<file path="src/rtl/cache_pkg.sv">
// cache_pkg: shared types and constants for the cache/memory arbiter.
package cache_pkg;

    localparam int ADDR_W_DEF = 32;
    localparam int DATA_W_DEF = 32;

    // Owner encoding shared by the arbiter and the transaction sequencer.
    localparam logic OWN_I = 1'b0;
    localparam logic OWN_D = 1'b1;

    typedef enum logic [1:0] {
        IDLE = 2'd0,
        WB   = 2'd1,
        RD   = 2'd2,
        DONE = 2'd3
    } arb_state_e;

endpackage

</file>
<file path="src/rtl/rr_arbiter2.sv">
// rr_arbiter2: two-input grant selector (instruction vs data cache).
// The grant is combinational; last_grant is updated when a transaction completes.
module rr_arbiter2
    import cache_pkg::*;
#(
    parameter int FIXED_PRIO = 0
) (
    input  logic clk,
    input  logic reset,
    input  logic req_i,
    input  logic req_d,
    input  logic update,
    input  logic served,
    output logic grant_valid,
    output logic grant
);

    logic last_grant_q, last_grant_d;

    // Pick a winner; on a tie use fixed priority or the port not served last.
    always_comb begin
        // NOTE: every output is given a value before any branch, so no path can infer a latch.
        grant_valid  = req_i | req_d;
        grant        = OWN_I;
        last_grant_d = last_grant_q;
        if (req_i && req_d) begin
            if (FIXED_PRIO != 0) begin
                grant = OWN_D;
            end else begin
                grant = (last_grant_q == OWN_I) ? OWN_D : OWN_I;
            end
        end else if (req_d) begin
            grant = OWN_D;
        end
        if (update) begin
            last_grant_d = served;
        end
    end

    // Remember which port was served last; the data cache wins the first tie.
    always_ff @(posedge clk) begin
        // NOTE: non-blocking assignments make every flop sample pre-edge values.
        if (reset) begin
            last_grant_q <= OWN_I;
        end else begin
            last_grant_q <= last_grant_d;
        end
    end

endmodule

</file>
<file path="src/rtl/cache_mem_arbiter.sv">
// cache_mem_arbiter: shares one memory port between I-cache and D-cache misses.
// Each miss is an optional dirty-victim write-back followed by a refill read.
// Optional macro ARB_PERF_CNT_EN adds per-port, write-back and wait counters.
module cache_mem_arbiter
    import cache_pkg::*;
#(
    parameter int ADDR_W     = ADDR_W_DEF,
    parameter int DATA_W     = DATA_W_DEF,
    parameter int FIXED_PRIO = 0
) (
    input  logic              clk,
    input  logic              reset,
    input  logic              i_req,
    input  logic [ADDR_W-1:0] i_addr,
    output logic [DATA_W-1:0] i_rdata,
    output logic              i_done,
    input  logic              d_req,
    input  logic              d_wb,
    input  logic [ADDR_W-1:0] d_wb_addr,
    input  logic [DATA_W-1:0] d_wb_data,
    input  logic [ADDR_W-1:0] d_addr,
    output logic [DATA_W-1:0] d_rdata,
    output logic              d_done,
    output logic              mem_req,
    output logic              mem_we,
    output logic [ADDR_W-1:0] mem_addr,
    output logic [DATA_W-1:0] mem_wdata,
    input  logic              mem_ready,
    input  logic [DATA_W-1:0] mem_rdata,
`ifdef ARB_PERF_CNT_EN
    output logic [31:0]       perf_i_cnt,
    output logic [31:0]       perf_d_cnt,
    output logic [31:0]       perf_wb_cnt,
    output logic [31:0]       perf_wait_cnt,
`endif
    output logic              busy
);

    arb_state_e        state_q, state_d;
    logic              owner_q, owner_d;
    logic [ADDR_W-1:0] rd_addr_q, rd_addr_d;
    logic              mem_req_q, mem_req_d;
    logic              mem_we_q, mem_we_d;
    logic [ADDR_W-1:0] mem_addr_q, mem_addr_d;
    logic [DATA_W-1:0] mem_wdata_q, mem_wdata_d;
    logic [DATA_W-1:0] i_rdata_q, i_rdata_d;
    logic [DATA_W-1:0] d_rdata_q, d_rdata_d;
    logic              grant_valid, grant, arb_update;

    rr_arbiter2 #(.FIXED_PRIO(FIXED_PRIO)) u_arb (
        .clk        (clk),
        .reset      (reset),
        .req_i      (i_req),
        .req_d      (d_req),
        .update     (arb_update),
        .served     (owner_q),
        .grant_valid(grant_valid),
        .grant      (grant)
    );

    // Transaction sequencing: latch the winner in IDLE, then write-back, refill, done.
    always_comb begin
        state_d     = state_q;
        owner_d     = owner_q;
        rd_addr_d   = rd_addr_q;
        mem_req_d   = mem_req_q;
        mem_we_d    = mem_we_q;
        mem_addr_d  = mem_addr_q;
        mem_wdata_d = mem_wdata_q;
        i_rdata_d   = i_rdata_q;
        d_rdata_d   = d_rdata_q;
        arb_update  = 1'b0;
        unique case (state_q)
            IDLE: begin
                if (grant_valid) begin
                    owner_d   = grant;
                    mem_req_d = 1'b1;
                    if (grant == OWN_D) begin
                        rd_addr_d = d_addr;
                        if (d_wb) begin
                            state_d     = WB;
                            mem_we_d    = 1'b1;
                            mem_addr_d  = d_wb_addr;
                            mem_wdata_d = d_wb_data;
                        end else begin
                            state_d    = RD;
                            mem_we_d   = 1'b0;
                            mem_addr_d = d_addr;
                        end
                    end else begin
                        rd_addr_d  = i_addr;
                        state_d    = RD;
                        mem_we_d   = 1'b0;
                        mem_addr_d = i_addr;
                    end
                end
            end
            WB: begin
                if (mem_ready) begin
                    state_d    = RD;
                    mem_we_d   = 1'b0;
                    mem_addr_d = rd_addr_q;
                end
            end
            RD: begin
                if (mem_ready) begin
                    state_d   = DONE;
                    mem_req_d = 1'b0;
                    if (owner_q == OWN_D) begin
                        d_rdata_d = mem_rdata;
                    end else begin
                        i_rdata_d = mem_rdata;
                    end
                end
            end
            DONE: begin
                state_d    = IDLE;
                arb_update = 1'b1;
            end
            default: state_d = IDLE;
        endcase
    end

    // Sequencer state, registered memory-side outputs and refill data.
    always_ff @(posedge clk) begin
        if (reset) begin
            state_q     <= IDLE;
            owner_q     <= OWN_I;
            rd_addr_q   <= '0;
            mem_req_q   <= 1'b0;
            mem_we_q    <= 1'b0;
            mem_addr_q  <= '0;
            mem_wdata_q <= '0;
            i_rdata_q   <= '0;
            d_rdata_q   <= '0;
        end else begin
            state_q     <= state_d;
            owner_q     <= owner_d;
            rd_addr_q   <= rd_addr_d;
            mem_req_q   <= mem_req_d;
            mem_we_q    <= mem_we_d;
            mem_addr_q  <= mem_addr_d;
            mem_wdata_q <= mem_wdata_d;
            i_rdata_q   <= i_rdata_d;
            d_rdata_q   <= d_rdata_d;
        end
    end

    assign mem_req   = mem_req_q;
    assign mem_we    = mem_we_q;
    assign mem_addr  = mem_addr_q;
    assign mem_wdata = mem_wdata_q;
    assign i_rdata   = i_rdata_q;
    assign d_rdata   = d_rdata_q;
    assign i_done    = (state_q == DONE) && (owner_q == OWN_I);
    assign d_done    = (state_q == DONE) && (owner_q == OWN_D);
    assign busy      = (state_q != IDLE);

`ifdef ARB_PERF_CNT_EN
    logic [31:0] perf_i_cnt_q, perf_i_cnt_d;
    logic [31:0] perf_d_cnt_q, perf_d_cnt_d;
    logic [31:0] perf_wb_cnt_q, perf_wb_cnt_d;
    logic [31:0] perf_wait_cnt_q, perf_wait_cnt_d;
    logic        waiting;

    // A request waits when it loses an IDLE tie or arrives while the other port owns memory.
    always_comb begin
        if (state_q == IDLE) begin
            waiting = i_req & d_req;
        end else begin
            waiting = (owner_q == OWN_I) ? d_req : i_req;
        end
        perf_i_cnt_d    = perf_i_cnt_q + {31'd0, i_done};
        perf_d_cnt_d    = perf_d_cnt_q + {31'd0, d_done};
        perf_wb_cnt_d   = perf_wb_cnt_q + {31'd0, (state_q == WB) && mem_ready};
        perf_wait_cnt_d = perf_wait_cnt_q + {31'd0, waiting};
    end

    // Free-running counters that wrap modulo 2^32.
    always_ff @(posedge clk) begin
        if (reset) begin
            perf_i_cnt_q    <= '0;
            perf_d_cnt_q    <= '0;
            perf_wb_cnt_q   <= '0;
            perf_wait_cnt_q <= '0;
        end else begin
            perf_i_cnt_q    <= perf_i_cnt_d;
            perf_d_cnt_q    <= perf_d_cnt_d;
            perf_wb_cnt_q   <= perf_wb_cnt_d;
            perf_wait_cnt_q <= perf_wait_cnt_d;
        end
    end

    assign perf_i_cnt    = perf_i_cnt_q;
    assign perf_d_cnt    = perf_d_cnt_q;
    assign perf_wb_cnt   = perf_wb_cnt_q;
    assign perf_wait_cnt = perf_wait_cnt_q;
`endif

endmodule

</file>
<file path="config.mk">
export PLATFORM = sky130hd
export DESIGN_NAME = cache_mem_arbiter
export DESIGN_NICKNAME = d
export VERILOG_FILES = /design/src/rtl/cache_pkg.sv /design/src/rtl/rr_arbiter2.sv /design/src/rtl/cache_mem_arbiter.sv
export SDC_FILE = /design/constraint.sdc
export NUM_CORES = 1
export LEC_CHECK = 0
export BUFFER_PORTS_ARGS = -buffer_cell sky130_fd_sc_hd__buf_2
export CAP_MARGIN = 0
export CORE_ASPECT_RATIO = 2
export CORE_MARGIN = 5
export CORE_UTILIZATION = 40
export DETAILED_ROUTE_END_ITERATION = 7
export PLACE_DENSITY_LB_ADDON = 0.1
export SKIP_LAST_GASP = 1
export SLEW_MARGIN = 20
export SYNTH_ARGS = -nofsm -noshare
export SYNTH_HDL_FRONTEND = slang
export SYNTH_SLANG_ARGS = --single-unit
</file>
<file path="constraint.sdc">
create_clock -name clk -period 5.28 [get_ports clk]
set_clock_uncertainty 0.15 [all_clocks]
set_input_delay 1.056 -clock clk [delete_from_list [all_inputs] [get_ports clk]]
set_output_delay 1.056 -clock clk [all_outputs]
set_load 0.01 [all_outputs]
</file>
=== Word level (Yosys, flattened, before mapping) ===
Index checks and enable logic that the tools add are counted.

* Word-level logic and storage cells: 55
* Output and inout bits: 133
* Flip-flop bits (word level): 166
* Input port bits: 166

* Reduce and logical (&&, ||, !) cells: 14
* Bitwise logic cells: 2
* Mux-type cells: 23
* Equality and inequality tests: 6

{| class="wikitable"
|+ Operator list
! operator !! count
|-
| 32-bit two-way mux || 5
|-
| 32-bit one-hot mux with 2 select lines || 1
|-
| 3-bit AND reduction || 5
|-
| 2-bit two-way mux || 5
|-
| 1-bit two-way mux || 9
|-
| 2-bit one-hot mux with 4 select lines || 1
|-
| 2-bit inequality test (second input constant) || 3
|-
| 2-bit nonzero test || 3
|-
| 2-bit == test (second input constant) || 2
|-
| 1-bit one-hot mux with 2 select lines || 2
|-
| 4-bit AND reduction || 1
|-
| 1-bit logical AND || 3
|-
| 2-bit by 1-bit == test with 1-bit output (second input constant) || 1
|-
| 2-bit logical NOT || 1
|-
| 2-bit AND reduction || 1
|-
| 1-bit NOT || 1
|-
| 1-bit bitwise OR || 1
|}

=== Longest topological paths before layout ===
* Depth in word-level cells: 5
* Depth in mapped cells: 7
* Depth with buffers taken out: 5

=== Hierarchy ===
From an unflattened synthesis, not the netlist that was laid out.

* Cell total of the unflattened synthesis: 869
* Area total of the unflattened synthesis: 7405.9 um2

{| class="wikitable"
|+ Modules (own cells, without submodules)
! module !! cells each !! times used !! sequential area each (um2) !! area an instance (um2)
|-
| cache_mem_arbiter || 864 || 1 || 3303.2 || 7358.3
|-
| rr_arbiter2 || 5 || 1 || 20.0 || 47.5
|}

=== Worst setup path after synthesis ===
Ideal clock, no wire load.

* Kind: flip-flop to output port
* Start point: register state_q[0]
* End point: output busy
* Required time: 4.074 ns
* Buffers on the path: 2
* Arrival: 1.215 ns
* Cell stages (with the launch flop): 6
* Slack: 2.859 ns
* Cell sequence: dfxtp_1 inv_1 ha_1 buf_2 clkinv_1 clkbuf_1

* Cells in the longest elaborated chain, start to end: 1

{| class="wikitable"
|+ Ends and longest elaborated chain
! element !! line !! source
|-
| start: declaration || cache_mem_arbiter.sv:39 || <nowiki>arb_state_e state_q, state_d;</nowiki>
|-
| start signal: assignment || cache_mem_arbiter.sv:137 || <nowiki>state_q <= state_d;</nowiki>
|-
| 2-bit nonzero test || cache_mem_arbiter.sv:157 || <nowiki>assign busy = (state_q != IDLE);</nowiki>
|-
| end: declaration || cache_mem_arbiter.sv:36 || <nowiki>output logic busy</nowiki>
|}

Every way passes these cells.

=== Worst setup path after layout ===
* Start point: register state_q[1]
* End point: output busy

Same word-level chain as after synthesis.

==> flow_summary_export.csv <==
group,metric,value,unit
pwr,netSwitchingFraction,0.3785,
floorplanning,start_util,0.4023,
global_route,antenna_found_initial,3,
cts,cts_setup_buffers,0,
detailed_routing,drt_wl_total,25.92,mm
synth,synth.cell_area,7720,sq um
place,gpl.final_weighted_congestion,0.7803,
floorplanning,fp.dieArea,22350,sq um
synth,synth.yosys.seq_area_share,0.4305,
critical_path,end_kind,"output port",
floorplanning,core-area,19190,sq um
final_layout,flow.area_growth_from_synthesis,28.02,%
detailed_routing,drtPass1Iterations,4,
min_path,timing.hold.worst.class,"flip-flop to flip-flop",
timing,fin_ws,1478,ps
synth,syn-mean-instance-area,8.292,sq um
min_path,hold_depth,2,
synth,synth_simple_gate_area_share,0.2013,
timing,period_share,0.7201,
place,placement.setup.worst_slack,1916,ps
critical_path,worst_setup_path_start_kind,"flip-flop",
detailed_routing,drtIter0Drc,395,
critical_path,timing.reg2reg.setup_slack,2190,ps
floorplanning,std_cell_rows,72,
cts,h-tree-depth,4,
global_route,grt_start_max_net_pins,121,
pwr,p_sw,0.001651,W
synth,yosysTopAreaCellShare,0.4305,
timing,maxClockFrequency,263.0,MHz
floorplanning,ioPinCount,299,
global_route,grt.total_usage,0.2247,
detailed_routing,drt.antenna.violating_nets,0,
timing,slew_headroom,0.3139,
critical_path,data_arrival_time_of_the_critical_path,2600,ps
run,maxCapViolCount,0,
cts,path_clk_slew,70,ps
min_path,hold_path_startpoint,"d_rdata[18]$_SDFFE_PP0P_",
critical_path,path_common_cell,"sky130_fd_sc_hd__buf_4",
synth,synthTopCellsByArea,"sky130_fd_sc_hd__dfxtp_1 43%, sky130_fd_sc_hd__nand2_1 8.7%, sky130_fd_sc_hd__a21oi_1 8.0%",
pwr,pwr_density_cell,441.3,nW/um^2
synth,yosysWarningCount,0,
critical_path,r2r-start,"state_q[1]$_SDFFE_PP0P_",
synth,ys_top_cells_by_count,"178 x sky130_fd_sc_hd__nand2_1, 166 x sky130_fd_sc_hd__dfxtp_1, 124 x sky130_fd_sc_hd__a21oi_1",
cts,hold_buffer_count_at_cts,0,
pwr,pwr-share-comb,0.338,
final_layout,finish.utilization,0.5151,
critical_path,critical_path_class,"flip-flop to output port",
synth,synth.area.mux_share,0.08947,
status,outcome,"finished, final reports clean",
synth,synth_top_family_by_area,"compound AO/OA/AOI/OAI gates",
pwr,internal-power,0.002711,W
timing,unrepaired_setup_endpoints_after_global_routing,"no",
global_route,grt_pass1_wl,39.85,mm
place,port_buffers,298,
critical_path,worstPathCellList,"inv_1, ha_2, buf_4, clkinv_1, buf_4, buf_2",
cts,clkSinkCount,166,
pwr,power.leakage,4.117,nW
synth,synth.net_count,1102,
critical_path,critPathRequiredTime,4070,ps
cts,worst_skew_pair.late_latency,420,ps
critical_path,rr_worst_depth,7,
timing,report.final.setup_viol,0,
timing,final.setup.tns,0,ps
global_route,grt.overflow.total,0,
cts,cts_tree,"done",
detailed_routing,post_drt_via_cell_ratio,5.436,
synth,synth-edff-count,0,
synth,synth.distinct_cells,38,
timing,finalWorstPathRequiredPeriod,3802,ps
pwr,pwr-share-seq,0.376,
detailed_routing,drt-wirelength-per-cell,18.03,microns
detailed_routing,route.vias.total,7817,
critical_path,critical_path.reg2reg.endpoint,"mem_addr[27]$_SDFFE_PP0P_",
final_layout,final_net_count,1333,
critical_path,slowest_delay,600,ps
floorplanning,die_w,108.2,microns
floorplanning,dieHeight,206.5,microns
pwr,share_clk_of_total_power,0.286,
synth,ys_ff_latch,166,
pwr,vdd_ir_drop_max,0.2354,mV
synth,share_of_flip_flops_with_an_asynchronous_set_or_reset,0,
cts,numCtsBuffers,17,
synth,synth_compound_gate_area_share,0.2139,
timing,fin_hold_ws,300.6,ps
synth,synth_xor_area_frac,0,
global_route,first_global_vias,7615,
min_path,whs_endpoint,"d_rdata[18]$_SDFFE_PP0P_",
cts,clock_tree.buffer_depth,2,
synth,synthCells,931,
synth,ys.flop_type,"sky130_fd_sc_hd__dfxtp_1",
critical_path,cp_slowest_cell,"sky130_fd_sc_hd__ha_2",
timing,timing.final.hold_violations,0,
critical_path,worst-path-max-fanout,41,
detailed_routing,route.detailed.drc,0,
place,hpwl,17.13,mm
synth,synth_fa_ha_area_frac,0.008104,
synth,netlist.top_cell.by_area,"sky130_fd_sc_hd__dfxtp_1",
timing,slew_violations,0,
synth,post-synth-top-count-cell,"sky130_fd_sc_hd__nand2_1",
final_layout,layout-drive-gt1-share,0.3285,
cts,cts.root.buffer_cell,"sky130_fd_sc_hd__clkbuf_16",
timing,worst_slew_pin_slew,1023,ps
cts,cts-resized-gates,0,
==> through the flow <==
step	total power, W	cell area (sq um)	cells
6_report	0.004362	9883	1438
5_1_grt	0.004637	9881	1437
3_5_place_dp	0.003157	9286	1402
3_3_place_gp	0.003139	9279	1402
4_1_cts	0.004420	9873	1434
2_1_floorplan	0.002602	7720	931
==> layout make-up <==
type | count | area [sq um]
Antenna cell | 4 | 10.01
Clock buffer | 17 | 425.4
Clock inverter | 15 | 161.4
Fill cell | 1946 | 9305
Inverter | 5 | 18.77
Multi-Input combinational cell | 658 | 4003
Sequential cell | 166 | 3323
Tap cell | 259 | 324.1
Timing Repair Buffer | 314 | 1618
==> critical path: cells and delay by family (launching register included) <==
family,cells,cell delay [ps]
fa+ha+maj,1,600
flops,1,340
buf+inv,5,1210
==> layout by cell type, fill, tap and decap left out, drive strengths merged, types with 3 or more instances in the layout <==
| master | instances |
|---|---|
| buf | 314 |
| nand2 | 178 |
| dfxtp | 166 |
| a21oi | 124 |
| o21ai | 37 |
| or4 | 34 |
| nor2b | 34 |
| o31ai | 33 |
| mux2i | 33 |
| mux2 | 32 |
| o211ai | 32 |
| nand4 | 32 |
| nand3 | 25 |
| a32oi | 24 |
| clkbuf | 17 |
| nor2 | 12 |
| inv | 12 |
| a311oi | 8 |
| ha | 5 |
| diode | 4 |
| clkinv | 4 |
| clkinvlp | 3 |
==> power groups by stage <==
stage / Sequential, W / Combinational (W) / Clock (W)
5_1_grt: 0.00167 / 0.00163 / 0.00134
6_report: 0.00164 / 0.00147 / 0.00125
3_3_place_gp: 0.00166 / 0.00147 / 0
3_5_place_dp: 0.00167 / 0.00149 / 0
2_1_floorplan: 0.00173 / 0.000869 / 0
4_1_cts: 0.00164 / 0.00149 / 0.00128
==> worst max-delay path by stage <==
stage	from	end	slack, ps	cells past startpoint
after floorplan	state_q[0]$_SDFFE_PP0P_	busy	2860	5
after global routing	state_q[1]$_SDFFE_PP0P_	busy	1280	6
after CTS	state_q[1]$_SDFFE_PP0P_	busy	1450	6
after detailed placement	state_q[1]$_SDFFE_PP0P_	busy	1920	6
final	state_q[1]$_SDFFE_PP0P_	busy	1480	6
after global placement	state_q[1]$_SDFFE_PP0P_	busy	1960	6
==> registers in the layout, indices dropped and copies added (netlist names) <==
name / count
d_rdata: 32
i_rdata: 32
mem_addr: 32
mem_wdata: 32
rd_addr_q: 32
state_q: 2
mem_req: 1
mem_we: 1
owner_q: 1
u_arb.last_grant_q: 1
==> per-layer routing <==
layer  vias up  GRT usage  part of all wire
li1       3834          -                 -
met1      3665     0.2502              0.38
met2       278     0.3943              0.52
met3        40    0.06377             0.075
met4         0    0.09707             0.027
met5         -          0                 0
==> kinds of logic after synthesis <==
family,Yosys count
AND/OR/NAND/NOR,321
buffers and inverters,107
adder cells (fa/ha/maj),5
flip-flops,166
multiplexers,65
AO/OA/AOI/OAI,267
(Power assumes the default switching activity.)
